<file path="config.mk">
export PLATFORM = sky130hd
export DESIGN_NAME = ram_bist
export DESIGN_NICKNAME = d
export VERILOG_FILES = /design/src/rtl/ram_bist.sv
export SDC_FILE = /design/constraint.sdc
export NUM_CORES = 1
export LEC_CHECK = 0
export CAP_MARGIN = 0
export CORE_ASPECT_RATIO = 1.1
export CORE_MARGIN = 5
export CORE_UTILIZATION = 38
export DETAILED_ROUTE_END_ITERATION = 7
export PLACE_DENSITY_LB_ADDON = 0.1
export SLEW_MARGIN = 20
export SYNTH_ARGS = -nofsm -noshare
export SYNTH_HDL_FRONTEND = slang
export SYNTH_SLANG_ARGS = --single-unit
</file>
<file path="constraint.sdc">
create_clock -name clk -period 6.2 [get_ports clk]
set_input_delay 1.24 -clock clk [delete_from_list [all_inputs] [get_ports clk]]
set_output_delay 1.24 -clock clk [all_outputs]
set_load 0.01 [all_outputs]
</file>
<file path="src/rtl/ram_bist.sv">
// BIST initiator for a 2^AW x DW single-port synchronous RAM: two write/read-compare passes.
// Optional macro RAM_BIST_ERRLOG_EN adds first-failure address/data capture.
module ram_bist #(
    parameter int              AW      = 5,
    parameter int              DW      = 32,
    parameter logic [DW-1:0]   PATTERN = DW'(32'hA5A5_5A5A)
) (
    input  logic          clk,
    input  logic          rst_n,
    input  logic          start,
    output logic          busy,
    output logic          done,
    output logic          pass,
    output logic [5:0]    err_cnt,
    output logic [AW-1:0] fail_addr,
    output logic [DW-1:0] fail_data,
    output logic          cen,
    output logic          wen,
    output logic [AW-1:0] addr,
    output logic [DW-1:0] din,
    input  logic [DW-1:0] dout
);

    typedef enum logic [2:0] {IDLE, WR, RD, FLUSH, FIN} state_e;

    localparam logic [AW-1:0] A_LAST  = '1;
    localparam logic [5:0]    ERR_MAX = 6'h3f;

    state_e          state_q, state_d;
    logic [AW-1:0]   a_q, a_d;
    logic            p_q, p_d;
    logic            rd_vld_q, rd_vld_d;
    logic [AW-1:0]   cmp_addr_q, cmp_addr_d;
    logic            cmp_p_q, cmp_p_d;
    logic [5:0]      err_cnt_q, err_cnt_d;
    logic            pass_q, pass_d;
    logic            busy_q, busy_d;
    logic            done_q, done_d;
    logic            cen_q, cen_d;
    logic            wen_q, wen_d;
    logic [AW-1:0]   addr_q, addr_d;
    logic [DW-1:0]   din_q, din_d;
    logic            clear;
    logic            mismatch;

    function automatic logic [DW-1:0] wdata(input logic p, input logic [AW-1:0] a);
        logic [DW-1:0] v;
        v = PATTERN ^ {{(DW-AW){1'b0}}, a};
        return p ? ~v : v;
    endfunction

    // Sequencer: walks WR -> RD -> FLUSH twice, second pass with inverted data.
    always_comb begin
        state_d    = state_q;
        a_d        = a_q;
        p_d        = p_q;
        rd_vld_d   = 1'b0;
        cmp_addr_d = cmp_addr_q;
        cmp_p_d    = cmp_p_q;
        clear      = 1'b0;
        case (state_q)
            IDLE: begin
                if (start) begin
                    clear   = 1'b1;
                    p_d     = 1'b0;
                    a_d     = '0;
                    state_d = WR;
                end
            end
            WR: begin
                a_d = a_q + AW'(1);
                if (a_q == A_LAST) begin
                    a_d     = '0;
                    state_d = RD;
                end
            end
            RD: begin
                rd_vld_d   = 1'b1;
                cmp_addr_d = a_q;
                cmp_p_d    = p_q;
                a_d        = a_q + AW'(1);
                if (a_q == A_LAST) begin
                    state_d = FLUSH;
                end
            end
            FLUSH: begin
                if (!p_q) begin
                    p_d     = 1'b1;
                    a_d     = '0;
                    state_d = WR;
                end else begin
                    state_d = FIN;
                end
            end
            FIN:     state_d = IDLE;
            default: state_d = IDLE;
        endcase
    end

    // Compare stage: dout answers the read issued one cycle earlier.
    always_comb begin
        mismatch  = rd_vld_q && (dout != wdata(cmp_p_q, cmp_addr_q));
        err_cnt_d = err_cnt_q;
        if (clear) begin
            err_cnt_d = '0;
        end else if (mismatch && (err_cnt_q != ERR_MAX)) begin
            err_cnt_d = err_cnt_q + 6'd1;
        end

        pass_d = pass_q;
        if (clear) begin
            pass_d = 1'b0;
        end else if (state_d == FIN) begin
            pass_d = (err_cnt_d == '0);
        end
    end

    // RAM-side and status outputs are registered from the next state.
    always_comb begin
        busy_d = (state_d == WR) || (state_d == RD) || (state_d == FLUSH);
        done_d = (state_d == FIN);
        cen_d  = (state_d == WR) || (state_d == RD);
        wen_d  = (state_d == WR);
        addr_d = cen_d ? a_d : '0;
        din_d  = wen_d ? wdata(p_d, a_d) : '0;
    end

    always_ff @(posedge clk or negedge rst_n) begin
        if (!rst_n) begin
            state_q   <= IDLE;
            a_q       <= '0;
            p_q       <= 1'b0;
            rd_vld_q  <= 1'b0;
            err_cnt_q <= '0;
            pass_q    <= 1'b0;
            busy_q    <= 1'b0;
            done_q    <= 1'b0;
            cen_q     <= 1'b0;
            wen_q     <= 1'b0;
            addr_q    <= '0;
            din_q     <= '0;
        end else begin
            state_q   <= state_d;
            a_q       <= a_d;
            p_q       <= p_d;
            rd_vld_q  <= rd_vld_d;
            err_cnt_q <= err_cnt_d;
            pass_q    <= pass_d;
            busy_q    <= busy_d;
            done_q    <= done_d;
            cen_q     <= cen_d;
            wen_q     <= wen_d;
            addr_q    <= addr_d;
            din_q     <= din_d;
        end
    end

    // Compare tags are only consumed when rd_vld_q is set, so they need no reset.
    always_ff @(posedge clk) begin
        cmp_addr_q <= cmp_addr_d;
        cmp_p_q    <= cmp_p_d;
    end

`ifdef RAM_BIST_ERRLOG_EN
    logic [AW-1:0] fail_addr_q;
    logic [DW-1:0] fail_data_q;

    // err_cnt never returns to zero within a test, so a zero count marks the first miss.
    always_ff @(posedge clk or negedge rst_n) begin
        if (!rst_n) begin
            fail_addr_q <= '0;
            fail_data_q <= '0;
        end else if (clear) begin
            fail_addr_q <= '0;
            fail_data_q <= '0;
        end else if (mismatch && (err_cnt_q == '0)) begin
            fail_addr_q <= cmp_addr_q;
            fail_data_q <= dout;
        end
    end

    assign fail_addr = fail_addr_q;
    assign fail_data = fail_data_q;
`else
    assign fail_addr = '0;
    assign fail_data = '0;
`endif

    assign busy    = busy_q;
    assign done    = done_q;
    assign pass    = pass_q;
    assign err_cnt = err_cnt_q;
    assign cen     = cen_q;
    assign wen     = wen_q;
    assign addr    = addr_q;
    assign din     = din_q;

endmodule

</file>
==> impl_metrics.yaml <==
status:
  status: "finished, final reports clean"
routing:
  vias: 1767
  routed_via_density: 4.55
  routed_wl_um: 5170
  firstDrtPassIters: 4
  drc: 0
  drtIter0Drc: 34
  wl_per_cell_um: 13.3
  ant_nets: 0
sta:
  final.min_clock_period_ns: 3.15
  final_hold_viol_count: 0
  slew_viol_final: 0
  tightestPinTransition_ns: 0.729
  max_freq_ghz: 0.318
  tns_ns: 0
  fin_skew_ns: 0.00639
  setup_viol: 0
  rsz0062_at_grt: "no"
  setup_slack_ns: 3.05
  relSlewSlack_pct: 50.6
  fin_crit_sh_pct: 50.8
clock_network:
  post_cts_buffers: 0
  postCtsHoldBufs: 0
  clock-sinks: 39
  cts_tree: "built"
  h-tree-depth: 2
  cts-root-buf: "clkbuf_8"
  clock_latency_ns: 0.29
  clk_path_buf_depth: 2
  cts_resized: 0
  cts.clk_slew.worst_paths_ns: 0.08
  numCtsBuffers: 5
cells_and_area:
  fin_cells: 388
  multi_input_area_mm2: 0.00104
  nFillCells: 603
  seq_area_mm2: 0.00101
  antenna_cells: 0
  area_growth_syn_to_layout_pct: 27.0
  fin_nets: 345
  layout-drive-gt1-share_pct: 5.84
grt:
  top_usage_layer: "met2"
  grt_pass1_vias: 1769
  grt_pass1_wl_um: 8190
  grt_remaining_overflow: 0
  grt_use_met3_pct: 4.39
  antenna_found_initial: 0
  grt_max_degree: 34
  use_met2_pct: 19.7
  use_met1_pct: 16.5
  track_usage_pct: 12.4
synth:
  synth_area_mm2: 0.00244
  synth_edf_count: 6
  ys_warn_count: 0
  synthMostInstantiatedCell: "buf_4"
  syn_avg_cell_area_um2: 9.88
  synth_seq_cells: 39
  synth_cell_types: 46
  ys_seq_area_share_pct: 41.2
  yosysTopAreaCellShare_pct: 33.8
  synth_area_leaders: "dfrtp_1 34%, buf_4 19%, edfxtp_1 7.4%"
  netlist_instances: 247
  yosys.area.top_type: "dfrtp_1"
  synthArstFlopShare_pct: 84.6
  netlist_top_cells_count: "62 x buf_4, 33 x dfrtp_1, 23 x nor2_1"
  ys.flop_type: "dfrtp_1"
critical_path:
  cpMaxStageDelayCell: "clkdlybuf4s50_1"
  worstPathRequired_ns: 6.38
  worst-setup-path-type: "input pin to register"
  crit_chain: "clkdlybuf4s50_1, nor4bb_1, nand4b_1, a22oi_4, o2111ai_2, and3_1, and2_4, o2111ai_2, o21ai_1"
  cp.arrival_ns: 3.33
  cp_max_fo: 5
  cpMostUsedCell: "o2111ai_2"
  slowest_delay_ns: 0.48
  cp-end-kind: "register"
  crit_path_start_kind: "input pin"
power:
  irDropWorstVdd_v: 0.000227
  p_leak_uw: 0.00134
  powerDensity_mw_per_mm2: 318
  total_power_uw: 985
floorplanning:
  ios: 120
  design.die.area_mm2: 0.00813
  die_x_um: 86.4
  rows: 30
  die_h_um: 94.1
  initial_core_util_pct: 39.2
  core_area_mm2: 0.00623
worst_hold_path:
  hold_class: "register to register"
place:
  dp_hpwl_um: 3960
  post-place-cells: 380
  io_buffers: 82
  pre_cts_ws_ns: 2.73
  gp_congestion: 0.785
run:
  timing.max_cap.violations: 0
[final timing paths]
path                               start            end  slack (ns)  cells past startpoint
min in group asynchronous          rst_n         din[0]        1.34                      2
worst min-delay path              a_q[4]  cmp_addr_q[4]        0.50                      0
max in group asynchronous          rst_n     state_q[1]        4.56                      2
worst max register to register   cmp_p_q           pass        4.02                      8
worst min register to register    a_q[4]  cmp_addr_q[4]        0.50                      0
worst max-delay path            dout[13]           pass        3.05                      9
[where the power goes]
group	internal [uW]	leakage, uW	switching (uW)	total, uW
Sequential	331	0.000463	49.7	380
Combinational	233	0.000830	202	435
Clock	78.6	0.0000445	91.5	170
Total	642	0.00134	343	985
[placed cells by master, fill, tap and decap left out, drive strengths merged, types with 6 or more instances in the layout]
master / n
nand2: 12
edfxtp: 6
nand3: 10
xnor2: 7
clkdlybuf4s50: 82
inv: 8
and3: 6
nor2: 23
conb: 37
dfrtp: 33
o21ai: 7
[through the flow]
step	instance area, um^2	utilization (%)	hold WS [ns]
3_3_place_gp	3010	48.4	0.469
3_5_place_dp	3010	48.4	0.476
6_report	3100	49.8	0.500
4_1_cts	3100	49.8	0.504
2_1_floorplan	2580	-	0.453
5_1_grt	3100	49.8	0.535
[routing by layer]
| layer | share of wire, % | wire (um) |
|---|---|---|
| met3 | 8.9 | 461 |
| met2 | 45 | 2340 |
| met4 | 0.70 | 36 |
| met1 | 45 | 2330 |
| met5 | 0 | 0 |
[cells by family after synthesis]
logic type / share of synthesized area [%]
AOI/OAI and AO/OA: 8.00
xor gates and xnor gates: 4.31
adders and majority gates: 1.54
buffers and inverters: 21.5
DFF: 41.2
muxes: 2.05
other: 0.154
and+or+nand+nor: 21.2
[area by class of cell]
cell class | count | share of cell area, %
Multi-Input combinational cell | 170 | 33.7
Sequential cell | 39 | 32.4
Timing Repair Buffer | 84 | 27.0
Tap cell | 80 | 3.23
Clock buffer | 5 | 2.22
Inverter | 7 | 0.847
Clock inverter | 3 | 0.605
[worst max-delay path: cells and delay by family]
family | cells | cell delay (ns)
buffers and inverters | 1 | 0.48
AO/OA/AOI/OAI | 4 | 0.65
AND/OR/NAND/NOR | 4 | 0.96
[flip-flops by register name, indices dropped and copies added, names as in the netlist, 3 cells and up]
name	flops
cmp_addr_q	5
addr	5
din	7
a_q	5
state_q	3
err_cnt	6
Note: power is estimated with default switching activity, not from simulation.
==> RTL change 1 (same flow settings) <==
Take the reset off `din_q` and load it in a clocked block of its own.
--- a/src/rtl/ram_bist.sv
+++ b/src/rtl/ram_bist.sv
@@ -138,7 +138,6 @@
             cen_q     <= 1'b0;
             wen_q     <= 1'b0;
             addr_q    <= '0;
-            din_q     <= '0;
         end else begin
             state_q   <= state_d;
             a_q       <= a_d;
@@ -151,8 +150,11 @@
             cen_q     <= cen_d;
             wen_q     <= wen_d;
             addr_q    <= addr_d;
-            din_q     <= din_d;
-        end
+        end
+    end
+
+    always_ff @(posedge clk) begin
+        din_q <= din_d;
     end
 
     // Compare tags are only consumed when rd_vld_q is set, so they need no reset.
Behaviour: not the same (Yosys sat finds a counterexample within 4 cycles, from zero or initial values and one cycle with rst_n low).
==> RTL change 1 against the original RTL <==
Area after synthesis is 1.7% lower; setup slack worse by 170 ps; routed wire length is 0.97% higher; sequential cell count stayed put; final area is 1.0% lower; global-route usage is 0.37 points higher; first-iteration DRC count grew to 2.6 times the old value; critical endpoint unchanged; highest routed layer unchanged.
Power is not compared: it rests on default switching activity, and its combinational part moved more than twofold at a synthesized area within 25%.
==> RTL change 1: results <==
export IMPL_grt_pass1_vias=1654
export IMPL_post_cts_buffers=0
export IMPL_irDropWorstVdd_v=0.000158
export IMPL_place_ws_ps=2580
export IMPL_clk_power_mw=0.188
export IMPL_status="finished, final reports clean"
export IMPL_powerComb_mw=0.0448
export IMPL_yosysWarnings=0
export IMPL_worst_r2r_startpoint="cmp_p_q"
export IMPL_drive_above_1_share_pct=5.57
export IMPL_ctsResizeCount=0
export IMPL_nets=342
export IMPL_critPathSlowestCell="or4b_1"
export IMPL_routed_wl_um=5220
export IMPL_grt_pass1_wl_um=8250
export IMPL_crit_start="dout[5]"
export IMPL_hold_start="a_q[4]"
export IMPL_yosysSeqAreaShare_pct=40.5
export IMPL_reg2reg_slack_ps=3680
export IMPL_grt_max_degree=27
export IMPL_synthTopCellsByCount="buf_4 (63), dfrtp_1 (26), nor2_1 (19)"
export IMPL_p_leak_nw=1.32
export IMPL_hold_path_class="register to register"
export IMPL_synth_cell_types=52
export IMPL_synth_avg_cell_area_um2=9.79
export IMPL_track_usage_pct=12.8
export IMPL_cts_root_buf="clkbuf_8"
export IMPL_max_stage_delay_ps=500
export IMPL_wl_per_cell_um=13.6
export IMPL_worstPathMaxFanout=9
export IMPL_diodes=0
export IMPL_crit_family="simple AND/OR/NAND/NOR gates"
export IMPL_drt_pass1_iterations=4
export IMPL_clkSlewWorstSetupHoldPaths_ps=80
export IMPL_antenna_found_initial=0
export IMPL_clk_path_buf_depth=2
export IMPL_drt_initial_drc_count=90
export IMPL_fin_crit_ps=3310
export IMPL_dpl_hpwl_um=4130
export IMPL_io_buffers=82
export IMPL_finClkSkew_ps=5.67
export IMPL_clkPwrFrac_pct=38.2
export IMPL_dp_cells=377
export IMPL_netlist_top_cells_area="dfrtp_1 (27%), buf_4 (20%), edfxtp_1 (7.5%)"
export IMPL_routed_via_count=1752
export IMPL_fin_setup_tns_ps=0
export IMPL_tightest_slew_ps=949
export IMPL_async_reset_ff_share_pct=66.7
export IMPL_largest_reg_flops=7
export IMPL_gp_congestion=0.861
export IMPL_clk_latency_ps=290
[RTL change 1: changes by cell type in the layout (fill, tap and decap cells not counted), sizes merged, moves of 3 or more]
cell / change
dfxtp: +7
o21ai: -3
nor2: -4
nor3: +3
nor2b: -4
dfrtp: -7
[RTL change 1: layout make-up]
| type | instances | area [um^2] |
|---|---|---|
| well taps | 80 | 100 |
| clock inverters | 1 | 7.51 |
| multi-input cells | 167 | 1040 |
| repair buffers | 83 | 828 |
| clock buffers | 7 | 96.3 |
| fillers | 607 | 3090 |
| inverters | 8 | 30.0 |
| flip-flops and latches | 39 | 971 |
[RTL change 1: stage by stage]
step | area (um^2) | hold slack [ps]
global placement | 2970 | 474
global route | 3070 | 515
CTS | 3070 | 500
detailed placement | 2970 | 471
floorplan | 2530 | 453
finish | 3070 | 497
[RTL change 1: kinds of logic (layout without fill, tap and decap cells)]
group	count (synthesis)	after routing	share of synthesized area [%]
mux	5	5	2.09
simple gates	85	85	21.4
xor+xnor	12	12	4.38
compound gates	25	25	7.93
buf+inv	75	99	22.0
other cells	1	37	0.156
flops	39	39	40.5
fa+ha+maj	3	3	1.57
[RTL change 1: layer usage]
layer | up-vias | global-route usage (%) | share of wire, %
met5 | - | 0 | 0
met4 | 0 | 3.17 | 1.1
met3 | 5 | 4.32 | 9.4
met2 | 82 | 19.5 | 46
met1 | 806 | 17.5 | 44
li1 | 859 | - | -
[RTL change 1: worst paths after layout]
kind                                 endpoint  cells after the start
worst max-delay path                     pass                      9
worst min-delay path            cmp_addr_q[4]                      0
worst max register to register           pass                      8
worst min register to register  cmp_addr_q[4]                      0
max in group asynchronous                 cen                      2
min in group asynchronous              a_q[4]                      2
==> RTL change 2 (config.mk and constraints unchanged) <==
Without the edit above. The localparam `ERR_MAX` goes from 6'h3f to 6'h2f.
--- a/src/rtl/ram_bist.sv
+++ b/src/rtl/ram_bist.sv
@@ -24,7 +24,7 @@
     typedef enum logic [2:0] {IDLE, WR, RD, FLUSH, FIN} state_e;
 
     localparam logic [AW-1:0] A_LAST  = '1;
-    localparam logic [5:0]    ERR_MAX = 6'h3f;
+    localparam logic [5:0]    ERR_MAX = 6'h2f;
 
     state_e          state_q, state_d;
     logic [AW-1:0]   a_q, a_d;
Check against the original RTL: same outputs for any inputs over 10 cycles, from zero or initial values and one cycle with rst_n low; that may be too few to reach the edited logic, so the function may still have changed.
==> RTL change 2 against the original RTL <==
Register-to-register slack worse by 160 ps; sequential cell count stayed put; clock skew is 2.1 ps lower; routed wire length is 3.7% lower; setup slack worse by 75 ps; area after synthesis is 0.21% lower; global-route usage is 0.26 points lower; non-clock buffer count is 1 lower; critical path type unchanged; count of clock-buffer cells in the layout is 2 higher; maximum frequency is 2.3% lower; final area is 0.81% higher; combinational power is 1% lower; critical endpoint unchanged; power is 2.4% higher.
==> RTL change 2: results <==
export IMPL_dp_cells=379
export IMPL_wl_per_cell_um=12.9
export IMPL_drt_initial_drc_count=20
export IMPL_p_leak_nw=1.35
export IMPL_track_usage_pct=12.2
export IMPL_status="finished, final reports clean"
export IMPL_tightest_slew_ps=840
export IMPL_place_ws_ps=2690
export IMPL_yosysSeqAreaShare_pct=41.3
export IMPL_nets=344
export IMPL_max_stage_delay_ps=500
export IMPL_irDropWorstVdd_v=0.000249
export IMPL_grtUsageMet2_pct=19.5
export IMPL_netlist_top_cells_area="dfrtp_1 (34%), buf_4 (19%), edfxtp_1 (7.4%)"
export IMPL_grt_pass1_wl_um=8070
export IMPL_crit_family="simple AND/OR/NAND/NOR gates"
export IMPL_synth_avg_cell_area_um2=9.94
export IMPL_synthTopCellsByCount="buf_4 (62), dfrtp_1 (33), nor2_1 (29)"
export IMPL_route_met3_wl_um=512
export IMPL_worstPathMaxFanout=6
export IMPL_critPathSlowestCell="or4_4"
export IMPL_fillers=610
export IMPL_worst_endpoint_arrival_ps=3430
export IMPL_grt_use_met1_pct=15.4
export IMPL_drive_above_1_share_pct=6.19
export IMPL_gp_congestion=0.796
export IMPL_wl_met1_um=2170
export IMPL_grtUsageMet3_pct=5.18
==> RTL change 2: final cells by class <==
| class | instances | area [um^2] | area share [%] |
|---|---|---|---|
| Sequential cell | 39 | 1010 | 32.2 |
| Multi-Input combinational cell | 168 | 1040 | 33.4 |
| Inverter | 9 | 33.8 | 1.08 |
| Clock buffer | 7 | 108 | 3.44 |
| Clock inverter | 1 | 5.00 | 0.160 |
| Timing Repair Buffer | 83 | 828 | 26.5 |
| Tap cell | 80 | 100 | 3.20 |
==> RTL change 2: where the power goes <==
| group | switching, mW | total [mW] | internal (mW) |
|---|---|---|---|
| Clock | 0.0862 | 0.200 | 0.114 |
| Sequential | 0.0478 | 0.378 | 0.331 |
| Combinational | 0.199 | 0.430 | 0.231 |
==> RTL change 2: worst reg2reg max path, delay by kind of cell, from the launching register on <==
family | cells | cell delay, ps
simple gates | 4 | 890
flops | 1 | 540
compound gates | 3 | 500
mux | 1 | 330
==> RTL change 2: logic make-up (layout without fill, tap and decap cells) <==
family          count (synthesis)  in the layout  share of synthesized area (%)
buf+inv                        74            100                           21.4
mux                             5              5                           2.11
fa+ha+maj                       3              3                           1.54
simple gates                   88             88                           21.9
other cells                     1             37                          0.154
flops                          39             39                           41.3
compound gates                 21             21                           6.63
xor+xnor                       14             14                           5.03
==> RTL change 2: worst paths after layout <==
kind	start	to	slack [ps]	cells after the start
worst max-delay path	dout[20]	pass	2980	9
worst min-delay path	pass	pass	500	2
worst max register to register	cmp_p_q	pass	3860	8
worst min register to register	pass	pass	500	2
max in group asynchronous	rst_n	err_cnt[0]	4560	2
min in group asynchronous	rst_n	din[0]	1340	2
==> RTL change 2: through the flow <==
step	instance area, um^2	hold WS, ps
final	3130	502
after global routing	3130	538
after CTS	3130	507
after detailed placement	3010	482
after global placement	3010	468
after floorplan	2570	453
